--- config.mk ---
export PLATFORM = sky130hd
export DESIGN_NAME = vga_timing_gen
export DESIGN_NICKNAME = d
export VERILOG_FILES = /design/src/rtl/vga_timing_gen.sv
export SDC_FILE = /design/constraint.sdc
export NUM_CORES = 1
export LEC_CHECK = 0
export ABC_AREA = 1
export CELL_PAD_IN_SITES_DETAIL_PLACEMENT = 1
export CELL_PAD_IN_SITES_GLOBAL_PLACEMENT = 1
export CORE_MARGIN = 10
export CORE_UTILIZATION = 42
export DETAILED_ROUTE_END_ITERATION = 12
export PLACE_DENSITY = 0.88
export SLEW_MARGIN = 10
export SYNTH_ARGS = -nofsm -noshare
export SYNTH_HDL_FRONTEND = slang
export SYNTH_SLANG_ARGS = --single-unit
--- constraint.sdc ---
create_clock -name clk_i -period 4.6 [get_ports clk_i]
set_input_delay 0.69 -clock clk_i [delete_from_list [all_inputs] [get_ports clk_i]]
set_output_delay 0.69 -clock clk_i [all_outputs]
set_load 0.02 [all_outputs]
--- src/rtl/vga_timing_gen.sv ---
// Pixel-tick divider and 800x525 raster scanner for the Pong display path.
// Every output is registered; hsync/vsync can be delayed to line up with a registered rgb stage.
module vga_timing_gen #(
  parameter int CLK_DIV    = 4,
  parameter int H_DISP     = 640,
  parameter int H_FP       = 16,
  parameter int H_SYNC     = 96,
  parameter int H_BP       = 48,
  parameter int V_DISP     = 480,
  parameter int V_FP       = 10,
  parameter int V_SYNC     = 2,
  parameter int V_BP       = 33,
  parameter int SYNC_DELAY = 1
) (
  input  logic        clk_i,
  input  logic        reset_ni,
  output logic        p_tick_o,
  output logic [9:0]  x_o,
  output logic [9:0]  y_o,
  output logic        video_on_o,
  output logic        hsync_o,
  output logic        vsync_o,
  output logic        line_tick_o,
  output logic        frame_tick_o,
  output logic [15:0] frame_count_o
);

  localparam int H_TOTAL = H_DISP + H_FP + H_SYNC + H_BP;
  localparam int V_TOTAL = V_DISP + V_FP + V_SYNC + V_BP;
  localparam int DIV_W   = $clog2(CLK_DIV);

  localparam logic [DIV_W-1:0] DIV_LAST = DIV_W'(CLK_DIV - 1);
  localparam logic [9:0] H_LAST   = 10'(H_TOTAL - 1);
  localparam logic [9:0] V_LAST   = 10'(V_TOTAL - 1);
  localparam logic [9:0] H_VIS    = 10'(H_DISP);
  localparam logic [9:0] V_VIS    = 10'(V_DISP);
  localparam logic [9:0] HS_START = 10'(H_DISP + H_FP);
  localparam logic [9:0] HS_END   = 10'(H_DISP + H_FP + H_SYNC);
  localparam logic [9:0] VS_START = 10'(V_DISP + V_FP);
  localparam logic [9:0] VS_END   = 10'(V_DISP + V_FP + V_SYNC);

  logic [DIV_W-1:0] div_q, div_d;
  logic             tick;
  logic [9:0]       x_q, x_d, y_q, y_d;
  logic [15:0]      frame_count_q, frame_count_d;
  logic             line_wrap, frame_wrap;
  logic             video_on_d, hsync_raw_d, vsync_raw_d;
  logic             p_tick_q, line_tick_q, frame_tick_q, video_on_q;
  logic             hsync_raw_q, vsync_raw_q;

  // Decode works on the next-state coordinates so the registered flags change in the same clk as x/y.
  always_comb begin
    tick  = (div_q >= DIV_LAST);
    div_d = tick ? '0 : div_q + 1'b1;
    x_d   = x_q;
    y_d   = y_q;
    if (tick) begin
      if (x_q >= H_LAST) x_d = '0;
      else               x_d = x_q + 10'd1;
      if (y_q > V_LAST)       y_d = '0;
      else if (x_q >= H_LAST) y_d = (y_q == V_LAST) ? '0 : y_q + 10'd1;
    end
    line_wrap     = tick && (x_d == '0);
    frame_wrap    = line_wrap && (y_d == '0);
    frame_count_d = frame_wrap ? frame_count_q + 16'd1 : frame_count_q;
    video_on_d    = (x_d < H_VIS) && (y_d < V_VIS);
    hsync_raw_d   = !((x_d >= HS_START) && (x_d < HS_END));
    vsync_raw_d   = !((y_d >= VS_START) && (y_d < VS_END));
  end

  always_ff @(posedge clk_i or negedge reset_ni) begin
    if (!reset_ni) begin
      div_q         <= '0;
      x_q           <= '0;
      y_q           <= '0;
      frame_count_q <= '0;
      p_tick_q      <= 1'b0;
      line_tick_q   <= 1'b0;
      frame_tick_q  <= 1'b0;
      video_on_q    <= 1'b1;
      hsync_raw_q   <= 1'b1;
      vsync_raw_q   <= 1'b1;
    end else begin
      div_q         <= div_d;
      x_q           <= x_d;
      y_q           <= y_d;
      frame_count_q <= frame_count_d;
      p_tick_q      <= tick;
      line_tick_q   <= line_wrap;
      frame_tick_q  <= frame_wrap;
      video_on_q    <= video_on_d;
      hsync_raw_q   <= hsync_raw_d;
      vsync_raw_q   <= vsync_raw_d;
    end
  end

  // The delay stages advance once per pixel, so the lag is counted in pixels rather than clks.
  if (SYNC_DELAY > 0) begin : g_delay
    logic [SYNC_DELAY-1:0] hdly_q, vdly_q;

    always_ff @(posedge clk_i or negedge reset_ni) begin
      if (!reset_ni) begin
        hdly_q <= '1;
        vdly_q <= '1;
      end else if (tick) begin
        hdly_q[0] <= hsync_raw_q;
        vdly_q[0] <= vsync_raw_q;
        for (int i = 1; i < SYNC_DELAY; i++) begin
          hdly_q[i] <= hdly_q[i-1];
          vdly_q[i] <= vdly_q[i-1];
        end
      end
    end

    assign hsync_o = hdly_q[SYNC_DELAY-1];
    assign vsync_o = vdly_q[SYNC_DELAY-1];
  end else begin : g_nodelay
    assign hsync_o = hsync_raw_q;
    assign vsync_o = vsync_raw_q;
  end

  assign p_tick_o      = p_tick_q;
  assign x_o           = x_q;
  assign y_o           = y_q;
  assign video_on_o    = video_on_q;
  assign line_tick_o   = line_tick_q;
  assign frame_tick_o  = frame_tick_q;
  assign frame_count_o = frame_count_q;

endmodule
; Yosys cells after proc, flatten, opt, wreduce, memory -nomap -nowiden
; Cells that the tools add are included.
[op_classes]
n_eq_ne = 1
addsub = 4
n_reduce_logical = 9
order_cmp = 9
muxes = 7
[op_table]
columns = op, count
row1 = $mux 10, 6
row2 = $add 10x1->10 const B, 2
row3 = $ge 10x10->1 const B, 2
row4 = $logic_not 10->1, 2
row5 = $lt 10x10->1 const B, 2
row6 = $lt 10x9->1 const B, 2
row7 = $add 16x1->16 const B, 1
row8 = $eq 10x10->1 const B, 1
row9 = $ge 10x9->1 const B, 1
row10 = $gt 10x10->1 const B, 1
row11 = $logic_and 1x1->1, 5
row12 = $add 2x1->2 const B, 1
row13 = $ge 2x2->1 const B, 1
row14 = $logic_not 1->1, 2
row15 = $mux 2, 1
[totals]
ff_bits = 46

; Depth between registers and ports, before layout
; Gate-level depths: netlist of the first run.
[logic_depth]
ltp_word = 8
depth_mapped = 17

; Worst setup path before layout of the first run
; No wires, ideal clock.
[synth_timing]
path_type = register -> register
from = reg x_q[0] (netlist: x_o[0])
to = reg frame_count_q[11] (netlist: frame_count_o[11])
t_arrival_ns = 2.064
path_slack_ns = 2.418
setup_ns = 0.118
stages_incl_launch_ff = 17
n_path_buf = 1
path_cell_list = dfrtp_1 -> ha_1 -> nand2_1 -> inv_1 -> nand2_1 -> nand2_2 -> nand2_2 -> nand2_1 -> nand4_1 -> nand2_2 -> nor2_4 -> nand2_4 -> nor2_8 -> nand3_4 -> buf_6 -> nand2_1 -> nand2_1
[synth_between]
elab_chain_len = 6
elab_cells_between_ends = 11
[synth_rtl]
columns = element, line_no
row1 = start: declaration, 44  ; logic [9:0] x_q, x_d, y_q, y_d;
row2 = start signal: assignment, 74  ; x_q <= '0;
row3 = start signal: assignment, 85  ; x_q <= x_d;
row4 = $ge 10x10->1, 61  ; else if (x_q >= H_LAST) y_d = (y_q == V_LAST) ? '0 : y_q + 10'd1;
row5 = $mux 10, 61
row6 = $mux 10, 60  ; if (y_q > V_LAST) y_d = '0;
row7 = $mux 10, 57  ; if (tick) begin
row8 = via y_d[7], 44
row9 = $logic_not 10->1, 64  ; frame_wrap = line_wrap && (y_d == '0);
row10 = $logic_and 1x1->1, 64
row11 = end signal: assignment, 87  ; frame_count_q <= frame_count_d;
row12 = end: declaration, 45  ; logic [15:0] frame_count_q, frame_count_d;
; The timed path passes the listed nets, and every way through them passes these cells.
; A chain may end at the register's enable or synchronous reset.

; Final worst setup path of the first run
[layout_timing]
from = reg div_q[0]
to = reg frame_count_q[4] (netlist: frame_count_o[4])
[layout_between]
elab_chain_len = 5
elab_cells_between_ends = 7
[layout_rtl]
columns = element, line_no
row1 = start: declaration, 42  ; logic [DIV_W-1:0] div_q, div_d;
row2 = start signal: assignment, 84  ; div_q <= div_d;
row3 = $ge 2x2->1 *, 53  ; tick = (div_q >= DIV_LAST);
row4 = via tick, 43  ; logic tick;
row5 = $mux 10, 57
row6 = $logic_not 10->1, 63  ; line_wrap = tick && (x_d == '0);
row7 = $logic_and 1x1->1, 63
row8 = $logic_and 1x1->1 *, 64
; The timed path passes the listed nets; every way through them passes the cells marked *.

==> impl_results.md, run 1 <==
- Status: complete, no violations
- Fin nets: 453
- Largest stage delay, worst path: 760 ps
- Slowest cell on the critical path: ha_1
- Setup slack, reg-to-reg: 1310 ps
- Final setup margin: 1310 ps
- Worst Tran Pin Value: 1070 ps
- Dpl ws: 1380 ps
- Antenna diodes: 0
- H-tree depth: 2
- Worst Setup Start Kind: flip-flop
- DRC viols: 0
- Final period util: 0.715
- Die Ht: 104 um
- Asr flop ratio synth: 1.00
- Register area share after synthesis: 0.395
- Synth Area per Inst: 7.24 um^2
- Crit path capture type: flip-flop
- Commonest cells post-synth: nand2_1 (131), inv_1 (57), dfrtp_1 (41)
- Routed WL per cell: 16.0 um
- Antenna violations before repair: 0
- DRT Wirelength: 8680 um
- Reg area: 1160 um^2
- Iteration-0 DRC Markers: 139
- Synth area leaders: dfrtp_1 (35%), nand2_1 (17%), inv_1 (7.3%)
- Worst path bufs/invs: 2
- CTS Buffer Depth: 2
- Yosys top cell by area: dfrtp_1
- Vias: 2,757
- Worst relative slew slack: 0.289
- HPWL after DPL: 6510 um
- Tot Pwr: 0.789 mW
- Top-area cell type share of the netlist area: 0.350
- Area growth, synth to finish: 21.2%
- Max Clk Rate: 304 MHz
- GRT Resource Usage Total: 0.161
- Critical path depth in cells: 12
- Final setup vio count: 0
- Final Hold Fails: 0
- Syn Inst Count: 405
- Syn_nets: 412
- Peak VDD IR: 120 uV
- Critical path peak fanout: 25
- Clock skew: 9.29 ps
- CTS Sinks: 46
- Die X: 104 um
- Routed wl met2: 4480 um
- CTS tree: yes
- Routed wire length on met3: 357 um
- First-pass GRT wire length: 14,800 um
- GP Congestion: 0.855
- Finished Cell Area: 3550 um^2
- Post-CTS sizing: 0
- Row count: 30
- Non-filler cells, final: 543
- CP arrival: 3480 ps
- Core Box Area: 6790 um^2
- Mapped Area: 2930 um^2
- RSZ-0062 raised after global routing: no
- Period minus WS final: 3290 ps
- Fin. max-slew vios: 0
- Final-layout fill cell count: 886
- DRT Pass-1 Iters: 4
- Root Buffer: clkbuf_8
- Setup TNS: 0 ps
- Vias per inst: 5.08
- HP Class: flip-flop to flip-flop
- Most common cell in the netlist: nand2_1
- Area of the multi-input gates: 1490 um^2
- Distinct cells, synth: 29
- DRT met1 WL: 3750 um
- Largest net degree at the start of global routing: 47
- Ys Warns: 0
- Grt total ovfl: 0
- Placed cells: 535
- Full die area: 10,700 um^2
- Ys flop type: dfrtp_1
- Clock latency at the later pin of the worst-skew pair: 300 ps
- Reg2Reg Depth: 12
- Worst hold path depth: 2
- Required time worst endpoint: 4790 ps
- Post-DRT Antenna Nets: 0
- PwrDens: 222 nW/um^2
- Vias in the first global route: 2,949
- Post-CTS Hold Buffers: 0
- Ports: 44
- Num CTS Buffers: 5
- Layout cells sized above 1: 0.0872
- Leakage: 1.77 nW
- Total of max-cap violations: 0
- Initial Util: 0.431
- EDFF count, synth: 0
- Port bufs: 43
- Critical Path, Cell by Cell: ha_1 > inv_1 > o21ai_0 > nand2_1 > o21ai_0 > nand3_1 > nor2_1 > nand2_1 > inv_2 > nand3_4 > nand2_1 > nand2_1
- CP top delay family: simple AND/OR/NAND/NOR gates
- Crit path top cell by count: nand2_1
- Crit path kind: flip-flop to flip-flop
- CTS clock-pin slew for the worst setup and hold paths: 90 ps
- Highest Signal Layer: met4
- Setup bufs post-CTS: 0
- Area after DPL: 3410 um^2
- Flops & latches, synth: 46
[area by class of cell]
| type | instances | share of cell area |
|---|---|---|
| Multi-Input combinational cell | 291 | 0.418 |
| Sequential cell | 46 | 0.326 |
| Timing Repair Buffer | 43 | 0.120 |
| Inverter | 59 | 0.0623 |
| Tap cell | 96 | 0.0338 |
| Clock buffer | 6 | 0.0232 |
| Clock inverter | 2 | 0.0169 |
[routing by layer]
metal	up-vias	GRT usage
met3	9	0.0347
met5	-	0
li1	1359	-
met4	0	0.0343
met2	42	0.292
met1	1347	0.188
[state kept, by name, indices dropped and copies added (netlist names)]
name	cells
vsync_raw_q	1
hsync_raw_q	1
hsync_o	1
div_q	2
y_o	10
frame_count_o	16
vsync_o	1
line_tick_o	1
x_o	10
video_on_o	1
frame_tick_o	1
p_tick_o	1
[placed cells by master, fill, tap and decap left out, types with 3 or more instances in the layout]
master | synthesis | layout
clkbuf_8 | 0 | 6
dfrtp_1 | 41 | 41
nor3_1 | 5 | 5
inv_1 | 57 | 57
dfstp_2 | 5 | 5
nor2_2 | 4 | 4
xnor2_1 | 7 | 7
nor2_4 | 4 | 4
xor2_1 | 7 | 7
nand2_2 | 8 | 8
o21ai_0 | 9 | 9
nand4_1 | 25 | 25
nand3_1 | 31 | 31
nand2_1 | 131 | 131
a21oi_1 | 5 | 5
ha_1 | 5 | 5
clkdlybuf4s50_1 | 0 | 42
nand3_2 | 3 | 3
nor2_1 | 37 | 37
[tightest hold or removal path: stages (launching register included)]
cell and delay (ps):
dfstp_2 370, nand2_1 50, nand2_1 50
[power by group]
group          internal (mW)  total (mW)  switching (mW)  leakage (nW)
clock network          0.232       0.377           0.145        0.0714
registers              0.404       0.404               0         0.611
logic               0.000309     0.00817         0.00786          1.09
total                  0.636       0.789           0.153          1.77
[kinds of logic after synthesis]
group,share of synthesized area
and+or+nand+nor,0.415
buffers and inverters,0.0982
DFF,0.395
AOI/OAI and AO/OA,0.0290
xor gates and xnor gates,0.0418
adders and majority gates,0.0213
[path summary, 6_finish.rpt]
check                                    to         from
max in group asynchronous  frame_count_o[0]     reset_ni
min in group asynchronous            x_o[1]     reset_ni
min reg2reg                         vsync_o  vsync_raw_q
max                        frame_count_o[4]     div_q[0]
min                                 vsync_o  vsync_raw_q
max reg2reg                frame_count_o[4]     div_q[0]
[metrics by stage]
step / hold slack, ps / util
global route: 506 / 0.523
CTS: 464 / 0.523
finish: 464 / 0.523
global placement: 412 / 0.502
detailed placement: 432 / 0.502
floorplan: 394 / -
(Power assumes the default switching activity.)
==> inputs of run 2 (changes only) <==
--- a/config.mk
+++ b/config.mk
@@ -9,9 +9,9 @@
 export CELL_PAD_IN_SITES_DETAIL_PLACEMENT = 1
 export CELL_PAD_IN_SITES_GLOBAL_PLACEMENT = 1
 export CORE_MARGIN = 10
-export CORE_UTILIZATION = 42
+export CORE_UTILIZATION = 35
 export DETAILED_ROUTE_END_ITERATION = 12
-export PLACE_DENSITY = 0.88
+export PLACE_DENSITY = 0.78
 export SLEW_MARGIN = 10
 export SYNTH_ARGS = -nofsm -noshare
 export SYNTH_HDL_FRONTEND = slang
==> constraint.sdc (replaced) <==
create_clock -name clk_i -period 2.8 [get_ports clk_i]
set_input_delay 0.42 -clock clk_i [delete_from_list [all_inputs] [get_ports clk_i]]
set_output_delay 0.42 -clock clk_i [all_outputs]
set_load 0.02 [all_outputs]
==> run 2 against run 1 <==
Against the previous run: first-iteration DRC count decreased by 34%; design area increased by 1.4%; clock skew increased by 5.6 ps; critical path depth increased by 4; count of clock-buffer cells in the layout decreased by 1; core utilization decreased by 8.2 points; flip-flop and latch count unchanged; cell count increased by 3.5%.
==> impl_results.md, run 2 (synthesis results as in run 1) <==
- Setup TNS: 0 ps
- HPWL after DPL: 6760 um
- Switching Share: 0.236
- GP Congestion: 0.895
- Clk pwr share: 0.386
- Largest net degree at the start of global routing: 26
- RSZ-0062 raised after global routing: no
- Critical path peak fanout: 12
- Iteration-0 DRC Markers: 92
- Worst path bufs/invs: 2
- Post-DRT Antenna Nets: 0
- Fin. max-slew vios: 0
- Grt total ovfl: 0
- CTS Buffer Depth: 2
- H-tree depth: 2
- Final setup vio count: 0
- GRT Resource Usage Total: 0.139
- Ports: 44
- CTS Sinks: 46
- Psw: 0.262 mW
- Fin nets: 463
- DRT Wirelength: 8680 um
- Total of max-cap violations: 0
- Commonest non-fill, non-tap cell in the layout: nand2_1
- Tot Pwr: 1.11 mW
- CTS tree: yes
- CP top delay family: simple AND/OR/NAND/NOR gates
- Initial Util: 0.358
- Worst Setup Start Kind: flip-flop
- HP Class: input port to async pin
- Sequential Power Share: 0.601
- Final Hold Fails: 0
- Largest register FFs: 16
- Routed WL per cell: 15.4 um
- DRC viols: 0
- Vias in the first global route: 2,967
- Commonest non-fill, non-tap cells in the layout: nand2_1 (131), inv_1 (57), clkdlybuf4s50_1 (42), dfrtp_1 (41), nor2_1 (37)
- Peak VDD IR: 194 uV
- Antenna violations before repair: 0
- CTS clock-pin slew for the worst setup and hold paths: 100 ps
- Critical Path, Cell by Cell: inv_1 > ha_1 > nand2_1 > nor2_1 > nand3_2 > buf_4 > nand3_2 > nand2_1 > nand2_1 > nand2_2 > nor2_2 > nand2_4 > nor2_8 > nand3_2 > nand2_1 > nand2_1
- Hold Slack: 65.4 ps
- Largest stage delay, worst path: 450 ps
- Row count: 33
- Combinational share of power: 0.013
- First-pass GRT wire length: 14,900 um
- Crit path top cell by count: nand2_1
- Crit path capture type: flip-flop
- Leakage: 1.78 nW
- Status: complete, no violations
- Period minus WS final: 2550 ps
- Die X: 112 um
- Post-CTS Hold Buffers: 0
- Clock skew: 14.9 ps
- Core Box Area: 8180 um^2
- Num CTS Buffers: 5
- Port bufs: 43
- Layout cells sized above 1: 0.112
- Antenna diodes: 0
- Max Clk Rate: 392 MHz
- Vias: 2,817
- Root Buffer: clkbuf_8
- Pint: 0.844 mW
- Required time worst endpoint: 3000 ps
- Slowest cell on the critical path: dfrtp_1
- PwrDens: 307 nW/um^2
- Worst Tran Pin Value: 509 ps
- Crit path kind: flip-flop to flip-flop
- DRT Pass-1 Iters: 4
- Die Ht: 112 um
- Full die area: 12,400 um^2
- CP arrival: 2750 ps
- Area growth, synth to finish: 22.9%
- Vias per inst: 5.01
- Clock latency at the later pin of the worst-skew pair: 310 ps
- Worst relative slew slack: 0.658
- Final period util: 0.911
run 2: cell count changes in the layout (fill, tap and decap cells not counted), moves of 2 or more:
cell / previous run / this run
clkinvlp_4: 0 / 2
buf_4: 0 / 9
bufinv_16: 2 / 0
nand3_2: 3 / 5
run 2: final timing paths:
check / startpoint / end / slack (ps) / depth (start not counted)
worst max-delay path: y_o[0] / frame_count_o[9] / 250 / 16
worst min-delay path: reset_ni / x_o[7] / 70 / 1
worst max register to register: y_o[0] / frame_count_o[9] / 250 / 16
worst min register to register: div_q[0] / div_q[0] / 440 / 1
max in group asynchronous: reset_ni / vsync_raw_q / 1930 / 2
min in group clk_i: div_q[0] / div_q[0] / 440 / 1
run 2: layout make-up:
cell class / instances / area [um^2]
clock inverters: 3 / 23.8
clock buffers: 5 / 68.8
fillers: 1051 / 4570
inverters: 59 / 224
flip-flops and latches: 46 / 1160
repair buffers: 52 / 493
multi-input cells: 292 / 1500
well taps: 105 / 131
run 2: timing repair:
action | 4_1_cts | 5_1_grt
setup buffers | 0 | 1
endpoints found under the setup margin | 0 | 16
gates resized for setup | 0 | 3
run 2: worst reg2reg max path: stages, from the launching register on:
cell and delay (ps):
dfrtp_1 450, inv_1 130, ha_1 150, nand2_1 60, nor2_1 130, nand3_2 180, buf_4 210, nand3_2 60
nand2_1 50, nand2_1 70, nand2_2 90, nor2_2 180, nand2_4 90, nor2_8 190, nand3_2 250, nand2_1 130
nand2_1 60
run 2: power groups by stage:
stage	registers (mW)	clock network [mW]	logic (mW)
4_1_cts	0.664	0.441	0.0161
3_3_place_gp	0.677	0	0.0158
2_1_floorplan	0.677	0	0.000000979
6_report	0.664	0.427	0.0149
3_5_place_dp	0.677	0	0.0162
5_1_grt	0.664	0.469	0.0181
run 2: metal layers:
metal / share of wire / global-route usage / vias up / routed length, um
met4: 0.010 / 0.0317 / 0 / 91
met1: 0.45 / 0.173 / 1373 / 3940
met5: 0 / 0 / - / 0
li1: - / - / 1379 / -
met2: 0.49 / 0.237 / 56 / 4230
met3: 0.049 / 0.0317 / 9 / 427
run 2: metrics by stage:
step,cells,area [um^2],setup WS [ps],util
2_1_floorplan,405,2930,618,-
6_report,562,3600,248,0.440
3_3_place_gp,552,3480,271,0.426
3_5_place_dp,552,3480,194,0.426
5_1_grt,562,3600,12.6,0.440
4_1_cts,560,3570,161,0.437
==> inputs of run 3 (changes only) <==
--- a/config.mk
+++ b/config.mk
@@ -12,6 +12,7 @@
 export CORE_UTILIZATION = 35
 export DETAILED_ROUTE_END_ITERATION = 12
 export PLACE_DENSITY = 0.78
+export SETUP_SLACK_MARGIN = 0.15
 export SLEW_MARGIN = 10
 export SYNTH_ARGS = -nofsm -noshare
 export SYNTH_HDL_FRONTEND = slang
==> run 3 against run 2 <==
Against the previous run: clock power is essentially flat; sequential share of layout area shrank 0.81 points; maximum frequency grew 4.5%; non-clock buffer count grew 8; cell count grew 1.4%; setup slack gained 110 ps; critical path depth shrank 2; power grew 0.21%; largest power group unchanged; highest routed layer unchanged.
==> impl_results.md, run 3 (synthesis results as in run 1) <==
- Status: complete, no violations
- HPWL after DPL: 6760 um
- Commonest non-fill, non-tap cell in the layout: nand2_1
- CTS tree: yes
- DRC viols: 0
- Fin. max-slew vios: 0
- Iteration-0 DRC Markers: 76
- FF-to-FF Start: x_o[1]
- Area growth, synth to finish: 26.2%
- Largest register FFs: 16
- Antenna diodes: 0
- Row count: 33
- Final setup vio count: 0
- Peak VDD IR: 180 uV
- PwrDens: 300 nW/um^2
- DRT Wirelength: 8970 um
- Initial Util: 0.358
- Setup TNS: 0 ps
- Antenna violations before repair: 0
- Worst Tran Pin Value: 507 ps
- Layout cells sized above 1: 0.133
- Hold Slack: 62.2 ps
- Routed WL per cell: 15.7 um
- Period minus WS final: 2440 ps
- Worst relative slew slack: 0.659
- GRT Resource Usage Total: 0.139
- Leakage: 1.84 nW
- CP arrival: 2690 ps
- Clock latency at the later pin of the worst-skew pair: 310 ps
- R2R Path End: frame_count_o[7]
- Num CTS Buffers: 5
- Setup slack, reg-to-reg: 360 ps
- RSZ-0062 raised after global routing: no
- Root Buffer: clkbuf_8
- Grt total ovfl: 0
- Tot Pwr: 1.11 mW
- Commonest non-fill, non-tap cells in the layout: nand2_1 (130), inv_1 (57), clkdlybuf4s50_1 (42), dfrtp_1 (40), nor2_1 (37)
- Critical Path Source: x_o[1]
- GP Congestion: 0.895
- HP Class: input port to async pin
- CTS clock-pin slew for the worst setup and hold paths: 100 ps
- Reg2Reg Depth: 14
- CTS Sinks: 46
- First-pass GRT wire length: 14,900 um
- DRT Pass-1 Iters: 4
- Post-DRT Antenna Nets: 0
- Crit path capture type: flip-flop
- Die X: 112 um
- Vias in the first global route: 2,967
- Clock skew: 17.0 ps
- Total of max-cap violations: 0
- H-tree depth: 2
- Final period util: 0.872
- Required time worst endpoint: 3040 ps
- Vias per inst: 5.03
- Vias: 2,866
- Core Box Area: 8180 um^2
- Full die area: 12,400 um^2
- Ports: 44
- Area after DPL: 3480 um^2
- Die Ht: 112 um
- Fin nets: 471
- Largest net degree at the start of global routing: 26
- Critical path peak fanout: 11
- Port bufs: 43
- Worst Setup Start Kind: flip-flop
- Crit path kind: flip-flop to flip-flop
- Finished Cell Area: 3700 um^2
- Max Clk Rate: 410 MHz
- Final Hold Fails: 0
- CTS Buffer Depth: 2
-- run 3: changes by cell type in the layout (fill, tap and decap cells not counted), sizes merged --
cell	previous run	this run
buf	10	18
-- run 3: cell type report --
| type | instances | area (um^2) |
|---|---|---|
| Tap cell | 105 | 131 |
| Fill cell | 1043 | 4480 |
| Sequential cell | 46 | 1160 |
| Clock buffer | 5 | 68.8 |
| Clock inverter | 3 | 23.8 |
| Multi-Input combinational cell | 292 | 1540 |
| Timing Repair Buffer | 60 | 553 |
| Inverter | 59 | 224 |
-- run 3: through the flow --
stage,cells,util,setup slack (ps)
after CTS,560,0.437,161
final,570,0.452,358
after global routing,570,0.452,134
after floorplan,405,-,618
after global placement,552,0.426,271
after detailed placement,552,0.426,194
-- run 3: worst max path at each step --
stage          cells after the start                end
6_report                          14   frame_count_o[7]
3_5_place_dp                      16  frame_count_o[12]
3_3_place_gp                      15  frame_count_o[10]
4_1_cts                           14  frame_count_o[12]
2_1_floorplan                     16  frame_count_o[11]
5_1_grt                           14   frame_count_o[7]
-- run 3: power by group --
| part | internal, mW | switching [mW] |
|---|---|---|
| Clock | 0.179 | 0.250 |
| Sequential | 0.664 | 0 |
| Combinational | 0.00139 | 0.0136 |
| Total | 0.844 | 0.264 |
-- run 3: timing repair --
item	in CTS	in global routing
resized for setup	0	10
endpoints found under the setup margin	0	17
hold buffers	0	0
buffers inserted	0	9
-- run 3: critical path, stage by stage (launching register included) --
cell and delay, ps:
dfrtp_1 420, ha_1 210, nand2_1 110, inv_1 130, nand2_1 100, nand2_2 140, nand3_4 150, nand3_1 200
nand3_1 100, nor2_1 100, nand2_1 110, inv_4 160, buf_4 190, nand4_1 150, nand2_1 100
-- run 3: metal layers --
metal | routed length, um | part of all wire | vias up | GRT usage
met1 | 4030 | 0.45 | 1401 | 0.173
met4 | 129 | 0.014 | 0 | 0.0317
met2 | 4360 | 0.49 | 57 | 0.237
met5 | 0 | 0 | - | 0
li1 | - | - | 1397 | -
met3 | 450 | 0.050 | 11 | 0.0317
